--- config.mk ---
export PLATFORM = sky130hd
export DESIGN_NAME = pulse_dispatch_ctrl
export DESIGN_NICKNAME = d
export VERILOG_FILES = /design/src/rtl/pulse_pkg.sv /design/src/rtl/pulse_ch_timer.sv /design/src/rtl/pulse_dispatch_ctrl.sv
export SDC_FILE = /design/constraint.sdc
export NUM_CORES = 1
export LEC_CHECK = 0
export CAP_MARGIN = 20
export CELL_PAD_IN_SITES_DETAIL_PLACEMENT = 0
export CELL_PAD_IN_SITES_GLOBAL_PLACEMENT = 2
export CORE_MARGIN = 2
export CORE_UTILIZATION = 31
export CTS_BUF_LIST = sky130_fd_sc_hd__clkbuf_8
export CTS_CLUSTER_SIZE = 40
export DETAILED_ROUTE_END_ITERATION = 10
export PLACE_DENSITY_LB_ADDON = 0.1
export SLEW_MARGIN = 40
export SYNTH_ARGS = -nofsm -noshare
export SYNTH_HDL_FRONTEND = slang
export SYNTH_HIERARCHICAL = 1
export SYNTH_SLANG_ARGS = --single-unit
export TNS_END_PERCENT = 20
--- constraint.sdc ---
create_clock -name clk -period 2.6 [get_ports clk]
set_input_delay 0.39 -clock clk [delete_from_list [all_inputs] [get_ports clk]]
set_output_delay 0.39 -clock clk [all_outputs]
set_load 0.005 [all_outputs]
--- src/rtl/pulse_pkg.sv ---
// Shared types for the pulse dispatch path: descriptor payload, widths and dispatch FSM states.
package pulse_pkg;

  localparam int unsigned WID_W      = 8;
  localparam int unsigned TS_W_DEF   = 32;
  localparam int unsigned DUR_W_DEF  = 16;
  localparam int unsigned CH_FIELD_W = 4;

  typedef struct packed {
    logic [CH_FIELD_W-1:0] ch;
    logic [TS_W_DEF-1:0]   start_time;
    logic [DUR_W_DEF-1:0]  duration;
    logic [WID_W-1:0]      wave_id;
  } pulse_descriptor_t;

  typedef enum logic [1:0] {
    ST_IDLE,
    ST_WAIT_TIME,
    ST_WAIT_CH,
    ST_ISSUE
  } dispatch_state_e;

endpackage

--- src/rtl/pulse_ch_timer.sv ---
// Per-channel duration down-counter; active is high for max(duration,1) cycles after load.
module pulse_ch_timer #(
  parameter int unsigned DUR_W = 16
) (
  input  logic             clk,
  input  logic             rst_n,
  input  logic             load,
  input  logic [DUR_W-1:0] duration,
  output logic             active
);

  logic [DUR_W-1:0] cnt_q;
  logic [DUR_W-1:0] cnt_d;

  always_comb begin
    cnt_d = cnt_q;
    if (load) begin
      cnt_d = (duration == '0) ? DUR_W'(1) : duration;
    end else if (cnt_q != '0) begin
      cnt_d = cnt_q - DUR_W'(1);
    end
  end

  always_ff @(posedge clk or negedge rst_n) begin
    if (!rst_n) begin
      cnt_q  <= '0;
      active <= 1'b0;
    end else begin
      cnt_q  <= cnt_d;
      active <= (cnt_d != '0);
    end
  end

endmodule

--- src/rtl/pulse_dispatch_ctrl.sv ---
// Timebase owner and descriptor dispatcher between the pulse FIFO and channel engines.
// Optional build macro PULSE_DISPATCH_DROP_LATE_EN drops late pulses and adds late_drop_cnt.
module pulse_dispatch_ctrl
  import pulse_pkg::*;
#(
  parameter int unsigned NUM_CH = 4,
  parameter int unsigned TS_W   = TS_W_DEF,
  parameter int unsigned DUR_W  = DUR_W_DEF
) (
  input  logic              clk,
  input  logic              rst_n,
  input  logic              tb_run,
  input  logic              tb_clear,
  input  pulse_descriptor_t fifo_rd_data,
  input  logic              fifo_empty,
  output logic              fifo_rd_en,
  output logic [NUM_CH-1:0] play_start,
  output logic [WID_W-1:0]  play_wave_id,
  output logic [DUR_W-1:0]  play_duration,
  output logic [NUM_CH-1:0] ch_active,
  output logic [TS_W-1:0]   timebase,
  output logic              late_err,
  output logic              collision_err,
  input  logic              err_clear
`ifdef PULSE_DISPATCH_DROP_LATE_EN
  ,
  output logic [15:0]       late_drop_cnt
`endif
);

  localparam int unsigned CH_IDX_W = $clog2(NUM_CH);

  dispatch_state_e      state_q;
  dispatch_state_e      state_d;
  logic                 issue;
  logic                 coll_set;
  logic                 late_set;
  logic                 play_go;
  logic [TS_W-1:0]      head_start;
  logic [TS_W-1:0]      tb_diff;
  logic                 reached;
  logic                 on_time;
  logic                 head_ch_ok;
  logic [CH_IDX_W-1:0]  head_idx;
  logic                 head_busy;

  // Wrap-safe "reached": sign bit of the modular distance timebase - start_time
  assign head_start = TS_W'(fifo_rd_data.start_time);
  assign tb_diff    = timebase - head_start;
  assign reached    = ~tb_diff[TS_W-1];
  assign on_time    = (timebase == head_start);
  assign head_ch_ok = (32'(fifo_rd_data.ch) < NUM_CH);
  assign head_idx   = CH_IDX_W'(fifo_rd_data.ch);
  assign head_busy  = head_ch_ok & ch_active[head_idx];
  assign late_set   = issue & ~on_time;

`ifdef PULSE_DISPATCH_DROP_LATE_EN
  assign play_go = issue & head_ch_ok & on_time;
`else
  assign play_go = issue & head_ch_ok;
`endif

  always_ff @(posedge clk or negedge rst_n) begin
    if (!rst_n) begin
      state_q <= ST_IDLE;
    end else begin
      state_q <= state_d;
    end
  end

  always_comb begin
    state_d  = state_q;
    issue    = 1'b0;
    coll_set = 1'b0;
    case (state_q)
      ST_IDLE: begin
        if (!fifo_empty) state_d = ST_WAIT_TIME;
      end
      ST_WAIT_TIME: begin
        if (fifo_empty) begin
          state_d = ST_IDLE;
        end else if (reached) begin
          if (!head_ch_ok) begin
            issue    = 1'b1;
            coll_set = 1'b1;
          end else if (head_busy) begin
            state_d  = ST_WAIT_CH;
            coll_set = 1'b1;
          end else begin
            issue = 1'b1;
          end
        end
      end
      ST_WAIT_CH: begin
        if (fifo_empty) begin
          state_d = ST_IDLE;
        end else if (!head_busy) begin
          issue = 1'b1;
        end
      end
      // An empty FIFO after the pop is caught by WAIT_TIME and routed to IDLE
      ST_ISSUE: state_d = ST_WAIT_TIME;
      default:  state_d = ST_IDLE;
    endcase
    if (issue) state_d = ST_ISSUE;
  end

  // Issue outputs are registered so they line up with the ISSUE state
  always_ff @(posedge clk or negedge rst_n) begin
    if (!rst_n) begin
      fifo_rd_en    <= 1'b0;
      play_start    <= '0;
      play_wave_id  <= '0;
      play_duration <= '0;
      late_err      <= 1'b0;
      collision_err <= 1'b0;
    end else begin
      fifo_rd_en    <= issue;
      play_start    <= play_go ? (NUM_CH'(1) << head_idx) : '0;
      play_wave_id  <= play_go ? fifo_rd_data.wave_id : '0;
      play_duration <= play_go ? DUR_W'(fifo_rd_data.duration) : '0;
      late_err      <= late_set | (late_err & ~err_clear);
      collision_err <= coll_set | (collision_err & ~err_clear);
    end
  end

  always_ff @(posedge clk or negedge rst_n) begin
    if (!rst_n) begin
      timebase <= '0;
    end else if (tb_clear) begin
      timebase <= '0;
    end else if (tb_run) begin
      timebase <= timebase + TS_W'(1);
    end
  end

`ifdef PULSE_DISPATCH_DROP_LATE_EN
  always_ff @(posedge clk or negedge rst_n) begin
    if (!rst_n) begin
      late_drop_cnt <= '0;
    end else if (issue && head_ch_ok && !on_time && (late_drop_cnt != 16'hFFFF)) begin
      late_drop_cnt <= late_drop_cnt + 16'd1;
    end
  end
`endif

  for (genvar g = 0; g < int'(NUM_CH); g++) begin : g_timer
    pulse_ch_timer #(.DUR_W(DUR_W)) u_timer (
      .clk      (clk),
      .rst_n    (rst_n),
      .load     (play_start[g]),
      .duration (play_duration),
      .active   (ch_active[g])
    );
  end

endmodule
; ---- Yosys cells after proc, flatten, opt, wreduce, memory -nomap -nowiden
; Index checks and enable logic that the tools add are counted.
[totals]
reg_bits = 133
inputBits = 66
elab_cells = 90
[classes]
n_addsub = 6
order_cmp = 2
n_eq_ne = 9
shifts = 1
muxes = 35
bitwise_logic = 9
n_reduce_logical = 12
[ops]
columns = operator, count
row1 = $mux 16, 10
row2 = $reduce_bool 16->1, 8
row3 = $mux 32, 2
row4 = $sub 16x1->16 const B, 4
row5 = $add 32x1->32 const B, 1
row6 = $eq 32x32->1, 1
row7 = $sub 32x32->32, 1
row8 = $logic_not 16->1, 1
row9 = $mux 2, 7
row10 = $ne 4x4->1 const B, 3
row11 = $mux 1, 11
row12 = $mux 8, 1
row13 = $pmux 2 s4, 1
row14 = $ne 3x3->1 const B, 2
row15 = $and 1x1->1, 5
row16 = $reduce_and 5->1, 1
row17 = $eq 2x2->1 const B, 2
row18 = $lt 4x3->1 const B, 1
row19 = $mux 4, 1
row20 = $shl 1x2->4 const A, 1
row21 = $lt 2x3->1 const B, 1
row22 = $bmux 1 s2, 1
row23 = $eq 2x1->1 const B, 1
row24 = $logic_not 2->1, 1
row25 = other kinds (4), 6

; ---- Logic depth before layout (Yosys ltp)
; Gate-level depths: netlist of run 1.
[logic_depth]
depth_word = 10
mapped_depth = 10
depth_no_buf = 9

; ---- Modules after synthesis
; The synthesis of run 1 kept the hierarchy.
[by_module_without_submodules]
columns = mod, n_inst, cells_per_inst, area_per_inst_um2, seq_area_each_um2
row1 = pulse_ch_timer, 4, 146, 1283.7, 425.4
row2 = pulse_dispatch_ctrl, 1, 372, 3653.5, 1626.6

; ---- Worst setup path before layout of run 1
; No wires, ideal clock.
[synth_timing]
path_type = input port to flip-flop
start = input port fifo_rd_data[40] (netlist name)
end = register state_q[0]
setup_time_ns = 0.125
arrival_time_ns = 2.411
t_required_ns = 2.475
slack_ns = 0.064
path_stages = 9
n_path_buf = 0
path_cell_list = inv_1 -> ha_1 -> a21o_1 -> a221o_1 -> a22oi_1 -> o211ai_1 -> a22o_1 -> or4b_1 -> mux2_2
[synth_via]
elab_chain_len = 6
elab_cells_between_ends = 11
[synth_lines]
columns = element, line_no
row1 = from (decl), pulse_dispatch_ctrl.sv:14  ; input pulse_descriptor_t fifo_rd_data,
row2 = $sub 32x32->32 (*), pulse_dispatch_ctrl.sv:49  ; assign tb_diff = timebase - head_start;
row3 = $mux 1, pulse_dispatch_ctrl.sv:82  ; end else if (reached) begin
row4 = $mux 1, pulse_dispatch_ctrl.sv:80  ; if (fifo_empty) begin
row5 = $pmux 1 s2, pulse_dispatch_ctrl.sv:75  ; case (state_q)
row6 = $ne 4x4->1 (no source line) / $ne 3x3->1 (equally long branches), n/a
row7 = $reduce_and 5->1 (no source line), n/a
row8 = to (signal assigned), pulse_dispatch_ctrl.sv:67  ; state_q <= state_d;
row9 = to (decl), pulse_dispatch_ctrl.sv:33  ; dispatch_state_e state_q;
; Every way passes the cells marked *; elsewhere a longest branch is shown, timed or not.
; A chain may end at the register's enable or synchronous reset.

; ---- Final worst setup path of run 1
[layout_timing]
start = input port fifo_rd_data[39] (netlist name)
end = register state_q[0]
; The elaborated chain is that of the path after synthesis.

==> impl_metrics.ini, run 1 <==
[sta]
clock_skew_ps = 19.1
setup_violations = 1
slew_headroom = 0.535
post-route-period-util = 1.01
hold_violations = 0
finalSetupTns_ps = -24.1
max_freq_mhz = 381
drv_slew = 0
timing.final.crit_period_ps = 2620
tightest_slew_ps = 697
setup_ws_ps = -24.1
rsz0062_at_grt = true

[route]
first_pass_iters = 5
drt_iter0_drc = 507
wire_per_inst_um = 18.6
postRouteAntennaNets = 0
drc = 0
num_vias = 8283
wirelength_um = 29800
wl_met2_um = 14200
viasPerCell = 5.16
met3_length_um = 1630
top_layer_used = met5
wl_met1_um = 13300

[global_routing]
grt_pass1_wl_um = 47100
grt_max_degree = 45
grt_pass1_vias = 8378
antenna_found_initial = 6
gr-total-overflow = 0
gr-usage-all-layers = 0.208

[placement]
io_buffer_count = 132
place_area_um2 = 11400
gp_congestion = 0.851
dp_hpwl_um = 22200

[cts]
cts.sinks = 133
htreeDepth = 4
clk_pin_slew_ps = 90
tritoncts = done
clock_path_buffers = 2
cts-root-buf = clkbuf_8
clock_latency_ps = 440
cts_made_buffers = 17

[run_status]
outcome = complete, but fails checks
failed_checks = negative setup slack

[logic_synthesis]
synth.cell_area_um2 = 8790
synthCells = 956
synth-seq-area-share = 0.379
synth_edf_count = 0
ys_seq_elements = 133
synth_area_per_cell_um2 = 9.19
ys.flop_type = dfrtp_1
async_flop_share = 1.00
synth_nets = 1065
yosys_warnings = 6
synth_cell_types = 66

[critical_path]
critPathLaunchType = input pin
crit_required_ps = 2920
crit_fanout = 5
end_kind = flip-flop
cp.arrival_ps = 2940
crit_type = in2reg

[power_and_ir_drop]
p_per_area_nw_per_um2 = 784
peakVddDrop_uv = 330
leakage_nw = 5.44
fin_total_pwr_w = 0.00949

[floorplan]
ios = 133
coreArea_um2 = 27900
die_area_um2 = 29700
die_h_um = 172
die_x_um = 172
start_util = 0.315
fp-row-count = 61

[finish]
layout-drive-gt1-share = 0.223
num-nets-final = 1320
fillers = 2773
multi_input_area_um2 = 5170
design_area_um2 = 12100
register_area_um2 = 3330
area_growth_syn_to_layout_pct = 37.6

[job]
maxCapViolCount = 0

[hold_path]
min_path_type = in2async
==> cells in the final DEF (no fill, tap or decap), types with 6 or more instances in the layout <==
master	n
nor3_2	7
nor3_1	20
ha_4	9
nor2_1	98
o21ai_1	10
a2bb2oi_1	13
and3_1	38
nand3_2	8
buf_4	138
clkbuf_8	18
o21a_1	8
nand3_1	42
inv_1	65
a31oi_1	8
ha_1	33
nor4_4	6
xnor2_1	13
mux2i_1	13
nand4_1	46
dfrtp_1	133
a21oi_1	45
nand2_1	73
or3_1	14
xor2_1	22
nor4_1	52
and4_1	11
nand3b_1	6
nor3b_1	8
clkdlybuf4s50_1	127
==> routing by layer <==
| metal | vias up | global-route usage |
|---|---|---|
| li1 | 4039 | - |
| met1 | 4022 | 0.267 |
| met2 | 183 | 0.343 |
| met3 | 33 | 0.0524 |
| met4 | 6 | 0.0636 |
| met5 | - | 0 |
==> registers in the layout, indices dropped and copies added, names as in the netlist <==
register / count
play_wave_id: 8
g_timer.u_timer/active: 4
g_timer.u_timer/cnt_q: 64
timebase: 32
collision_err: 1
late_err: 1
play_duration: 16
state_q: 2
play_start: 4
fifo_rd_en: 1
==> final timing paths <==
kind | start | to | slack (ps) | depth (start not counted)
setup / recovery | fifo_rd_data[39] | state_q[0]$_DFFE_PN0P_ | -20 | 10
hold / removal | rst_n | timebase[24]$_DFFE_PN0P_ | 420 | 2
min in group clk | fifo_rd_data[0] | play_wave_id[0]$_DFF_PN0_ | 510 | 2
hold reg to reg | late_err$_DFF_PN0_ | late_err$_DFF_PN0_ | 530 | 1
setup reg to reg | timebase[16]$_DFFE_PN0P_ | state_q[0]$_DFFE_PN0P_ | 20 | 8
max in group asynchronous | rst_n | g_timer[0].u_timer/cnt_q[14]$_DFF_PN0_ | 1360 | 3
==> cell type report <==
type / count / area share
multi-input cells: 714 / 0.428
flip-flops and latches: 133 / 0.275
repair buffers: 275 / 0.202
well taps: 378 / 0.0391
inverters: 70 / 0.0217
clock buffers: 18 / 0.0205
clock inverters: 13 / 0.0132
diodes: 3 / 0.000621
==> per-stage QoR <==
step                cells  hold WS (ps)  utilization  setup WS, ps
floorplan             956          94.4            -          64.3
global placement     1565           357        0.410          -553
detailed placement   1565           355        0.410          -552
CTS                  1597           415        0.426         -32.2
global route         1602           426        0.434         -87.4
finish               1604           416        0.434         -24.1
==> kinds of logic (layout without fill, tap and decap cells) <==
family / after synthesis / after routing / synth area share
compound gates: 139 / 139 / 0.117
other cells: 0 / 3 / 0
fa+ha+maj: 43 / 43 / 0.0612
mux: 19 / 19 / 0.0238
xor+xnor: 35 / 35 / 0.0349
simple gates: 478 / 478 / 0.328
buf+inv: 109 / 376 / 0.0561
flops: 133 / 133 / 0.379
==> timing repair <==
action                                  in CTS  in global routing
hold endpoints to repair                    41                  0
resized for setup                            4                 36
hold buffers                                 1                  0
pin swaps                                    6                 17
endpoints found under the setup margin      29                 32
buffers inserted                             0                  4
==> synthesized netlist by cell type, types with 5 or more instances <==
library cell | count | share of area
and4_1 | 11 | 0.011
nor3_1 | 21 | 0.012
nor3_2 | 6 | 0.0068
dfrtp_1 | 133 | 0.38
ha_1 | 43 | 0.061
or3_1 | 14 | 0.010
o21a_1 | 8 | 0.0068
a2bb2oi_1 | 13 | 0.013
inv_1 | 66 | 0.028
nor4_1 | 52 | 0.037
nand3_1 | 42 | 0.024
o21ai_0 | 7 | 0.0040
mux2i_1 | 13 | 0.015
nand4_1 | 46 | 0.033
a21oi_1 | 48 | 0.027
nor3b_1 | 8 | 0.0068
xor2_1 | 22 | 0.022
buf_6 | 8 | 0.010
nand2_1 | 74 | 0.032
nand3b_1 | 6 | 0.0051
nor4_4 | 5 | 0.012
a31oi_1 | 8 | 0.0057
nand3_2 | 8 | 0.0091
clkbuf_1 | 20 | 0.0085
and3_1 | 43 | 0.031
o21ai_1 | 8 | 0.0046
a221o_1 | 5 | 0.0057
a311o_2 | 5 | 0.0064
nor2_1 | 101 | 0.043
buf_2 | 7 | 0.0040
xnor2_1 | 13 | 0.013
mux2_2 | 5 | 0.0064
==> power by group <==
| group | switching, W | internal (W) |
|---|---|---|
| clock network | 0.000890 | 0.000966 |
| registers | 0.000857 | 0.00259 |
| logic | 0.00214 | 0.00204 |
==> worst max-delay path, stage by stage <==
cell	delay [ps]
clkdlybuf4s50_1	460
inv_1	60
ha_2	180
a21o_1	170
a221o_1	330
a22oi_2	120
o211ai_1	200
a22o_1	250
or4b_1	510
mux2_4	270
No activity file was read; power rests on OpenSTA's default activity.
==> run 2: changes to the inputs <==
--- a/config.mk
+++ b/config.mk
@@ -15,4 +15,5 @@
 export DETAILED_ROUTE_END_ITERATION = 10
 export PLACE_DENSITY_LB_ADDON = 0.1
+export RECOVER_POWER = 100
 export SLEW_MARGIN = 40
 export SYNTH_ARGS = -nofsm -noshare
==> constraint.sdc (replaced) <==
create_clock -name clk -period 2.6 [get_ports clk]
set_input_delay 0.26 -clock clk [delete_from_list [all_inputs] [get_ports clk]]
set_output_delay 0.26 -clock clk [all_outputs]
set_load 0.005 [all_outputs]
==> run 2 against run 1 <==
The run ends with max-capacitance violations, max-slew violations, negative setup slack left; die area unchanged; register-to-register slack worse by 96 ps; maximum frequency down 1.9%; final cell count up 0.81%; critical path type is now reg2reg; global-route usage up 0.51 points; design area down 0.80%; largest cell class unchanged; clock-buffer cell count up 2.
==> impl_metrics.ini, run 2 (same netlist as run 1, synthesis figures left out) <==
[run_status]
outcome = complete, but fails checks
failed_checks = max-capacitance violations, max-slew violations, negative setup slack

[job]
maxCapViolCount = 2

[floorplan]
start_util = 0.315
die_h_um = 172
ios = 133
coreArea_um2 = 27900
die_area_um2 = 29700
fp-row-count = 61
die_x_um = 172

[global_routing]
grt_max_degree = 61
antenna_found_initial = 6
gr-usage-all-layers = 0.213
grt_pass1_wl_um = 48200
grt_pass1_vias = 8644
gr-total-overflow = 0

[sta]
drv_slew = 93
setup_ws_ps = -75.8
whs_ps = 386
post-route-period-util = 1.03
max_freq_mhz = 374
setup_violations = 2
slew_headroom = -0.148
tightest_slew_ps = 1720
timing.final.crit_period_ps = 2680
rsz0062_at_grt = true
clock_skew_ps = 20.2
hold_violations = 0

[placement]
place_area_um2 = 11500
dp_hpwl_um = 22800
dp_cells = 1573
io_buffer_count = 132
gp_congestion = 0.832

[route]
wire_per_inst_um = 18.8
drc = 0
num_vias = 8404
drt_iter0_drc = 484
wirelength_um = 30400
first_pass_iters = 5
viasPerCell = 5.20
postRouteAntennaNets = 0

[finish]
top_register = g_timer.u_timer/cnt_q
area_growth_syn_to_layout_pct = 36.5
design_area_um2 = 12000
layout-drive-gt1-share = 0.200
final_common_cell = dfrtp_1
num-nets-final = 1333
top_regs = g_timer.u_timer/cnt_q: 64 flops, timebase: 32 flops, play_duration: 16 flops
largest_reg_flops = 64
finalNonFillerCells = 1617
final_cell_mix = dfrtp_1, buf_4, nor2_1

[power_and_ir_drop]
p_per_area_nw_per_um2 = 788
fin_total_pwr_w = 0.00946
peakVddDrop_uv = 246
leakage_nw = 5.49

[cts]
tritoncts = done
cts_made_buffers = 17
cts-root-buf = clkbuf_8
clock_path_buffers = 2
clk_pin_slew_ps = 70
clock_latency_ps = 450
cts.sinks = 133
htreeDepth = 4

[critical_path]
crit_required_ps = 2930
ff2ff_path_depth = 10
crit_type = reg2reg
critPathLaunchType = flip-flop
cp.arrival_ps = 3000
crit_fanout = 3
end_kind = flip-flop

[hold_path]
min_path_type = in2reg
whs_path_depth = 2
run 2: path summary, 6_finish.rpt:
path / from / to / slack [ps]
setup reg to reg: timebase[16]$_DFFE_PN0P_ / state_q[0]$_DFFE_PN0P_ / -80
hold / removal: fifo_rd_data[22] / play_duration[14]$_DFF_PN0_ / 390
min in group asynchronous: rst_n / timebase[29]$_DFFE_PN0P_ / 770
hold reg to reg: collision_err$_DFF_PN0_ / collision_err$_DFF_PN0_ / 520
max in group asynchronous: rst_n / g_timer[0].u_timer/active$_DFF_PN0_ / 530
setup / recovery: timebase[16]$_DFFE_PN0P_ / state_q[0]$_DFFE_PN0P_ / -80
run 2: repair_timing:
| item | CTS | global route |
|---|---|---|
| endpoints found under the hold margin | 57 | 0 |
| setup endpoints to repair | 30 | 33 |
| pin swaps | 9 | 27 |
| gates resized for setup | 14 | 28 |
| cloned | 0 | 0 |
| buffers inserted | 6 | 3 |
| hold buffers | 1 | 0 |
run 2: through the flow:
| stage | setup TNS (ps) | utilization | setup slack [ps] |
|---|---|---|---|
| floorplan | 0 | - | 75.2 |
| global placement | -11960 | 0.412 | -429 |
| detailed placement | -12430 | 0.412 | -453 |
| CTS | -16.8 | 0.432 | -16.8 |
| global route | -2780 | 0.431 | -166 |
| finish | -77.1 | 0.431 | -75.8 |
run 2: final cells by class:
type                    count  area [um^2]
fillers                  2827        15900
multi-input cells         714         5130
flip-flops and latches    133         3330
repair buffers            288         2410
well taps                 378          473
clock buffers              20          275
inverters                  70          263
clock inverters            12          114
diodes                      2         5.00
run 2: critical path: stages (launching register included):
cell      delay [ps]
dfrtp_1          410
ha_4             250
a21o_1           170
a221o_1          310
a22oi_1          150
o211ai_1         180
buf_4            180
buf_4            120
a311o_2          380
nor2_4           120
mux2_4           300
run 2: power by group:
part           total [W]  leakage (nW)  switching (W)  internal, W
registers        0.00337          1.73       0.000775      0.00260
logic            0.00431          3.56        0.00222      0.00209
clock network    0.00178         0.210       0.000868     0.000912
run 2: layer usage:
layer	vias up	share of wire	track usage
met5	-	0.0012	0
met4	6	0.014	0.0526
met3	31	0.061	0.0602
met2	195	0.49	0.359
met1	4104	0.44	0.268
li1	4068	-	-
==> run 3: changes to the inputs <==
==> constraint.sdc (replaced) <==
create_clock -name clk -period 2.6 [get_ports clk]
set_input_delay 0.52 -clock clk [delete_from_list [all_inputs] [get_ports clk]]
set_output_delay 0.52 -clock clk [all_outputs]
set_load 0.005 [all_outputs]
==> run 3 against run 2 <==
The flow finishes with violations (max-capacitance violations, max-slew violations); core utilization up 0.51 points; sequential share of layout area down 0.33 points; critical path depth up 2; final cell count down 0.43%; largest power group unchanged; highest routed layer unchanged.
==> impl_metrics.ini, run 3 (same netlist as run 1, synthesis figures left out) <==
[run_status]
outcome = complete, but fails checks
failed_checks = max-capacitance violations, max-slew violations

[critical_path]
critPathLaunchType = input pin
crit_path_top_delay_cell = or4b_1
rr_endpoint = state_q[0]$_DFFE_PN0P_
crit_fanout = 3
path_cells = clkdlybuf4s50_1, inv_1, ha_4, buf_4, a21oi_1, nand2_1, a221oi_2, buf_4, a21oi_2, and2_4, or4b_1, mux2_4
crit_type = in2reg
crit_required_ps = 2940
cpMostUsedCell = buf_4
ff2ff_path_depth = 8
end_kind = flip-flop
r2r_slack_ps = 30
rr_startpoint = timebase[16]$_DFFE_PN0P_
cp.arrival_ps = 2920
critPathMaxStageDelay_ps = 490
crit_family = buffers and inverters
critPathBufInv = 4

[global_routing]
grt_max_degree = 55
gr-total-overflow = 0
grt_pass1_wl_um = 47700
grt_pass1_vias = 8507
gr-usage-all-layers = 0.211
antenna_found_initial = 3

[sta]
hold_violations = 0
timing.final.crit_period_ps = 2580
slew_headroom = -0.0381
whs_ps = 407
drv_slew = 88
setup_violations = 0
rsz0062_at_grt = true
post-route-period-util = 0.992
tightest_slew_ps = 1560
clock_skew_ps = 16.1
max_freq_mhz = 388

[route]
first_pass_iters = 5
met3_length_um = 1450
wirelength_um = 30200
viasPerCell = 5.18
postRouteAntennaNets = 0
wl_met2_um = 14600
num_vias = 8344
wire_per_inst_um = 18.8
drc = 0
drt_iter0_drc = 465
wl_met1_um = 13700
top_layer_used = met5

[finish]
top_regs = g_timer.u_timer/cnt_q: 64 flops, timebase: 32 flops, play_duration: 16 flops
final_cell_mix = dfrtp_1, buf_4, nor2_1
top_register = g_timer.u_timer/cnt_q
finalNonFillerCells = 1610
largest_reg_flops = 64
final_common_cell = dfrtp_1
area_growth_syn_to_layout_pct = 38.1
layout-drive-gt1-share = 0.221
num-nets-final = 1326

[floorplan]
coreArea_um2 = 27900
ios = 133
die_area_um2 = 29700
start_util = 0.315
fp-row-count = 61
die_h_um = 172
die_x_um = 172

[cts]
clock_path_buffers = 2
tritoncts = done
clk_pin_slew_ps = 90
htreeDepth = 4
cts.sinks = 133
cts_made_buffers = 17
clock_latency_ps = 460
cts-root-buf = clkbuf_8

[placement]
io_buffer_count = 132
gp_congestion = 0.815
dp_hpwl_um = 22300
dp_cells = 1572

[job]
maxCapViolCount = 2

[hold_path]
min_path_type = in2async

[power_and_ir_drop]
leakage_nw = 5.39
p_per_area_nw_per_um2 = 783
peakVddDrop_uv = 333
## run 3: cell types whose count changed in the layout (fill, tap and decap cells not counted), sizes merged, moves of 2 or more
cell,change
buf,-13
clkbuf,+6
clkdlybuf4s50,+2
clkinv,+2
dlygate4sd2,+7
dlygate4sd3,-12
dlymetal6s2s,+2
inv,-3
## run 3: layout make-up
| type | count | area, um^2 |
|---|---|---|
| flip-flops and latches | 133 | 3330 |
| multi-input cells | 714 | 5330 |
| clock buffers | 19 | 262 |
| inverters | 70 | 273 |
| fillers | 2797 | 15700 |
| diodes | 2 | 5.00 |
| well taps | 378 | 473 |
| repair buffers | 281 | 2310 |
| clock inverters | 13 | 158 |
## run 3: worst register-to-register path, cell delays in order (launching register included)
cell and delay, ps:
dfrtp_1 410, ha_4 220, a21o_1 150, a221o_1 310
a22oi_1 150, o211ai_1 180, a22o_1 250, or4b_1 510
mux2_4 260
## run 3: what timing repair did
action / CTS / global route
resized for setup: 31 / 38
hold buffers: 0 / 0
pin swaps: 20 / 31
endpoints found under the setup margin: 32 / 35
endpoints found under the hold margin: 0 / 0
setup buffers: 1 / 3
## run 3: through the flow
step | setup WS (ps) | area (um^2) | TNS [ps] | power (W) | utilization
2_1_floorplan | -12.1 | 8840 | -12.1 | 0.00604 | -
3_3_place_gp | -678 | 11500 | -19630 | 0.00769 | 0.414
3_5_place_dp | -682 | 11500 | -20670 | 0.00765 | 0.414
4_1_cts | 4.48 | 12100 | 0 | 0.00964 | 0.435
5_1_grt | -61.2 | 12100 | -407 | 0.0102 | 0.436
6_report | 20.5 | 12100 | 0 | 0.00951 | 0.436
## run 3: layer usage
metal / track usage / vias to the layer above
met5: 0 / -
met4: 0.0610 / 4
met3: 0.0455 / 27
met2: 0.357 / 175
met1: 0.272 / 4081
li1: - / 4057
## run 3: worst max-delay path by stage
stage | startpoint | to | slack (ps) | cells past startpoint
floorplan | fifo_rd_data[41] | state_q[0]$_DFFE_PN0P_ | -10 | 9
global placement | fifo_rd_data[41] | state_q[0]$_DFFE_PN0P_ | -680 | 11
detailed placement | fifo_rd_data[41] | state_q[0]$_DFFE_PN0P_ | -680 | 11
CTS | fifo_rd_data[37] | state_q[0]$_DFFE_PN0P_ | 4 | 11
global route | timebase[26]$_DFFE_PN0P_ | state_q[0]$_DFFE_PN0P_ | -60 | 8
finish | fifo_rd_data[37] | state_q[0]$_DFFE_PN0P_ | 20 | 12
## run 3: power by group
part           total (W)  internal (W)  switching, W
combinational    0.00416       0.00202       0.00214
clock            0.00192      0.000995      0.000920
sequential       0.00344       0.00259      0.000842
